`config.mk`:
```
export PLATFORM = sky130hd
export DESIGN_NAME = mult_div_unit
export DESIGN_NICKNAME = d
export VERILOG_FILES = /design/src/rtl/mult_div_unit.sv
export SDC_FILE = /design/constraint.sdc
export NUM_CORES = 1
export LEC_CHECK = 0
export ABC_AREA = 0
export CORE_ASPECT_RATIO = 1.5
export CORE_MARGIN = 3
export CORE_UTILIZATION = 60
export CTS_CLUSTER_DIAMETER = 80
export DETAILED_ROUTE_END_ITERATION = 7
export PLACE_DENSITY = 0.79
export SYNTH_ARGS = -nofsm -noshare
export SYNTH_HDL_FRONTEND = slang
export SYNTH_SLANG_ARGS = --single-unit
```
`constraint.sdc`:
```
create_clock -name clk -period 4 [get_ports clk]
set_input_delay 0.4 -clock clk [delete_from_list [all_inputs] [get_ports clk]]
set_output_delay 0.4 -clock clk [all_outputs]
set_load 0.005 [all_outputs]
```
`src/rtl/mult_div_unit.sv`:
```
// Iterative HI/LO multiply/divide unit (MULT, MULTU, DIV, DIVU, MTHI, MTLO).
// Optional: define MDU_EARLY_OUT_EN to end a multiply once the multiplier is exhausted.
module mult_div_unit #(
  parameter int WIDTH = 32,
  parameter int CNT_W = 6
) (
  input  logic             clk,
  input  logic             rst_n,
  input  logic             start,
  input  logic [1:0]       op,
  input  logic [WIDTH-1:0] rs_data,
  input  logic [WIDTH-1:0] rt_data,
  input  logic             hi_we,
  input  logic             lo_we,
  input  logic [WIDTH-1:0] wr_data,
  output logic             busy,
  output logic             done,
  output logic [WIDTH-1:0] hi,
  output logic [WIDTH-1:0] lo
);

  typedef enum logic [1:0] {
    S_IDLE,
    S_MUL,
    S_DIV,
    S_FIX
  } state_t;

  localparam int W2 = 2 * WIDTH;

  state_t           r_state;
  logic [CNT_W-1:0] r_cnt;
  logic [W2-1:0]    r_acc;
  logic [W2-1:0]    r_mcand;
  logic [WIDTH-1:0] r_mpl;
  logic [WIDTH-1:0] r_rs_raw;
  logic             r_is_div;
  logic             r_dz;
  logic             r_negq;
  logic             r_negr;
  logic             r_busy;
  logic             r_done;
  logic [WIDTH-1:0] r_hi;
  logic [WIDTH-1:0] r_lo;

  logic             w_signed;
  logic             w_rs_neg;
  logic             w_rt_neg;
  logic [WIDTH-1:0] w_rs_mag;
  logic [WIDTH-1:0] w_rt_mag;
  logic             w_last;
  logic [WIDTH:0]   w_top;
  logic [WIDTH:0]   w_diff;
  logic             w_ge;
  logic [W2-1:0]    w_prod;
  logic [WIDTH-1:0] w_quo;
  logic [WIDTH-1:0] w_rem;

  assign w_signed = ~op[0];
  assign w_rs_neg = w_signed & rs_data[WIDTH-1];
  assign w_rt_neg = w_signed & rt_data[WIDTH-1];
  assign w_rs_mag = w_rs_neg ? -rs_data : rs_data;
  assign w_rt_mag = w_rt_neg ? -rt_data : rt_data;
  assign w_last   = (r_cnt == CNT_W'(WIDTH - 1));

  // Shifted partial remainder needs one extra bit before the trial subtract.
  assign w_top  = r_acc[W2-1:WIDTH-1];
  assign w_diff = w_top - {1'b0, r_mcand[WIDTH-1:0]};
  assign w_ge   = ~w_diff[WIDTH];

  assign w_prod = r_negq ? -r_acc : r_acc;
  assign w_quo  = r_negq ? -r_acc[WIDTH-1:0] : r_acc[WIDTH-1:0];
  assign w_rem  = r_negr ? -r_acc[W2-1:WIDTH] : r_acc[W2-1:WIDTH];

  always_ff @(posedge clk or negedge rst_n) begin
    if (!rst_n) begin
      r_state  <= S_IDLE;
      r_cnt    <= '0;
      r_acc    <= '0;
      r_mcand  <= '0;
      r_mpl    <= '0;
      r_rs_raw <= '0;
      r_is_div <= 1'b0;
      r_dz     <= 1'b0;
      r_negq   <= 1'b0;
      r_negr   <= 1'b0;
      r_busy   <= 1'b0;
      r_done   <= 1'b0;
      r_hi     <= '0;
      r_lo     <= '0;
    end else begin
      r_done <= 1'b0;
      unique case (r_state)
        S_IDLE: begin
          if (start) begin
            r_cnt    <= '0;
            r_busy   <= 1'b1;
            r_rs_raw <= rs_data;
            r_is_div <= op[1];
            r_dz     <= op[1] & (rt_data == '0);
            r_negq   <= w_rs_neg ^ w_rt_neg;
            r_negr   <= w_rs_neg;
            r_mpl    <= w_rt_mag;
            if (op[1]) begin
              r_acc   <= {{WIDTH{1'b0}}, w_rs_mag};
              r_mcand <= {{WIDTH{1'b0}}, w_rt_mag};
              r_state <= S_DIV;
            end else begin
              r_acc   <= '0;
              r_mcand <= {{WIDTH{1'b0}}, w_rs_mag};
              r_state <= S_MUL;
            end
          end else begin
            if (hi_we) r_hi <= wr_data;
            if (lo_we) r_lo <= wr_data;
          end
        end
        S_MUL: begin
`ifdef MDU_EARLY_OUT_EN
          if (r_mpl == '0) begin
            r_state <= S_FIX;
          end else begin
            if (r_mpl[0]) r_acc <= r_acc + r_mcand;
            r_mcand <= r_mcand << 1;
            r_mpl   <= r_mpl >> 1;
            r_cnt   <= r_cnt + CNT_W'(1);
          end
`else
          if (r_mpl[0]) r_acc <= r_acc + r_mcand;
          r_mcand <= r_mcand << 1;
          r_mpl   <= r_mpl >> 1;
          r_cnt   <= r_cnt + CNT_W'(1);
          if (w_last) r_state <= S_FIX;
`endif
        end
        S_DIV: begin
          r_acc <= {w_ge ? w_diff[WIDTH-1:0] : w_top[WIDTH-1:0],
                    r_acc[WIDTH-2:0], w_ge};
          r_cnt <= r_cnt + CNT_W'(1);
          if (w_last) r_state <= S_FIX;
        end
        S_FIX: begin
          if (!r_is_div) begin
            r_hi <= w_prod[W2-1:WIDTH];
            r_lo <= w_prod[WIDTH-1:0];
          end else if (r_dz) begin
            r_hi <= r_rs_raw;
            r_lo <= '1;
          end else begin
            r_hi <= w_rem;
            r_lo <= w_quo;
          end
          r_done  <= 1'b1;
          r_busy  <= 1'b0;
          r_state <= S_IDLE;
        end
        default: r_state <= S_IDLE;
      endcase
    end
  end

  assign busy = r_busy;
  assign done = r_done;
  assign hi   = r_hi;
  assign lo   = r_lo;

endmodule

```
==> metrics <==
root buffer cell clkbuf_16; syn_nets 2888; Chip Width 160 µm; first-pass GRT wire length 129000 µm; CP startpoint kind flip-flop; n_diodes 0; Worst Clk Skew 16.0 ps; Crit. End Element flip-flop; hold slack 375 ps; setup bufs post-CTS 0; clock buffer count from CTS 28; num ports 169; largest net degree at the start of global routing 84; area share of the largest cell type after synthesis 0.315; max_slew headroom 0.141; Largest delay share family, worst path compound AO/OA/AOI/OAI gates; drt wl/cell 25.9 µm; status completed; PD cells 790 nW/µm²; Core Util, Final 0.705; GRT Residual Overflow 0; vias after detailed routing 22600; max incr delay on CP 540 ps; Setup CP Type flip-flop to flip-flop; Area Overhead vs Synth 15.7%; vias per inst 6.86; Post-Layout Inst Area 24800 µm²; # port buffers 168; Unique masters post-synth 79; Yosys warning count 0; vias in the first global route 22000; TritonCTS clock tree built; CORE AREA 35200 µm²; clock transition at the registers of the reported paths 70 ps; number of synthesized flops with an enable pin 0; R2R depth 14; post-synth top area cell dfrtp_1; Final Max Slew Viols 0; DRT Pass-1 Iters 7; cells after synthesis 2679; std cell rows 84; post-synthesis sequential area ratio 0.315; fill cell count 2818; Post-layout nets 3013; Min-Delay Path Class input pin to async pin; share of cells above drive strength 1 0.0772; top-count cell post-synth nand2_1; Longest Clk Path Bufs 3; die area 38100 µm²; number of remaining DRC errors 0; max-cap viol count 0; Async SR Flop Fraction 1.00; initial antenna violation count 0; WP data arrival 4430 ps; GRT Total Usage 0.435; WP depth 14; DR iter-0 viols 2621; CP Max Fanout 5; Setup TNS 0 ps; latest clock arrival within the worst-skew pair 590 ps; clk sinks 270; Initial Utilization 0.609; cells along the critical path ha_1, inv_1, fa_1, nand2b_1, a21oi_2, o31ai_1, o21a_1, o21ai_1, a31oi_1, o41a_1, nor3_1, nor3_1, a21oi_1, o211ai_1; synthesized area per cell 8.00 µm²; global placer's final weighted congestion 1.07; slowest cell on the critical path o41a_1; Post-Place Cell Area 23900 µm²; netlist area before placement 21400 µm²; routed wire length 85300 µm; Final setup viols 0; Most Frequent Cell on Critical Path nor3_1; Die H 238 µm; Peak VDD IR 1.04 mV; Post-synth top flop dfrtp_1; Fin. Hold Viols 0; crit path time final 3960 ps; fraction of the cycle the final worst path needs 0.991; Tightest Pin Transition 1280 ps; top post-synthesis cells by count 307 x nand2_1, 303 x o21ai_0, 270 x dfrtp_1; Leak 10.8 nW; H-tree levels 1; Seq cells post-synth 270; dominant cells by area after synthesis dfrtp_1 32%, o21ai_0 7.1%, ha_1 6.1%; post-route ant nets 0; critical path data required time 4460 ps; Max Freq 252 MHz; post-DP HPWL 65200 µm; CP Buf/Inv Count 1
-- layout by cell type, fill, tap and decap left out, types with 50 or more instances in the layout --
cell type	count
buf_4	93
mux2i_1	67
xor2_1	69
a21o_1	67
nand2_1	306
dfrtp_1	270
a21oi_1	224
xnor2_1	109
nor3_1	50
inv_1	75
ha_1	103
clkdlybuf4s50_1	167
nor2_1	211
o21ai_0	302
-- timing repair --
item,4_1_cts,5_1_grt
setup endpoints to repair,0,29
hold buffers,1,0
hold endpoints to repair,65,0
resized for setup,0,8
-- through the flow --
| step | setup slack [ps] | instances | total power [W] |
|---|---|---|---|
| 3_3_place_gp | 258 | 3246 | 0.0162 |
| 3_5_place_dp | 103 | 3246 | 0.0164 |
| 5_1_grt | -13.7 | 3298 | 0.0207 |
| 6_report | 35.1 | 3298 | 0.0196 |
| 2_1_floorplan | 661 | 2679 | 0.0121 |
| 4_1_cts | 110 | 3298 | 0.0192 |
-- registers in the layout, summed over array words and instances, names as in the netlist, 2 cells and up --
name / cells
r_state: 2
lo: 32
r_acc: 64
r_rs_raw: 32
hi: 32
r_cnt: 6
r_mpl: 32
r_mcand: 64
-- metal layers --
metal	routed length (µm)	share of wire	GRT usage
met1	29500	0.35	0.492
met2	40000	0.47	0.726
met3	6880	0.081	0.0676
met4	8960	0.10	0.352
met5	0	0	0
-- worst register-to-register path, cell delays in order (launching register included) --
cell,delay (ps)
dfrtp_1,440
ha_1,240
inv_1,80
fa_1,400
nand2b_1,220
a21oi_2,210
o31ai_1,170
o21a_1,260
o21ai_1,380
a31oi_1,260
o41a_1,540
nor3_1,310
nor3_1,100
a21oi_1,140
o211ai_1,100
-- where the power goes --
group	internal, W	switching, W	total [W]
logic	0.00450	0.00747	0.0120
registers	0.00383	0.00112	0.00495
clock network	0.00148	0.00120	0.00268
total	0.00980	0.00979	0.0196
-- final timing paths --
path	startpoint	to	slack, ps
min	rst_n	hi[21]	380
min reg2reg	r_mpl[7]	r_mpl[7]	480
min in group clk	wr_data[23]	hi[23]	480
max	r_acc[0]	r_acc[62]	40
max in group asynchronous	rst_n	r_mcand[40]	2680
max reg2reg	r_acc[0]	r_acc[62]	40
-- layout make-up --
type	instances	area [µm²]	area share
Sequential cell	270	6760	0.272
Clock inverter	13	104	0.00419
Inverter	78	293	0.0118
Multi-Input combinational cell	2160	13800	0.555
Clock buffer	38	810	0.0326
Tap cell	473	592	0.0239
Timing Repair Buffer	266	2470	0.0997
-- cell families after synthesis --
kind of cell / share of synthesized area
AO/OA/AOI/OAI: 0.287
XOR/XNOR: 0.0727
adder cells (fa/ha/maj): 0.0626
buffers and inverters: 0.0446
flip-flops: 0.315
multiplexers: 0.0481
AND/OR/NAND/NOR: 0.169
No activity file was read; power rests on OpenSTA's default activity.
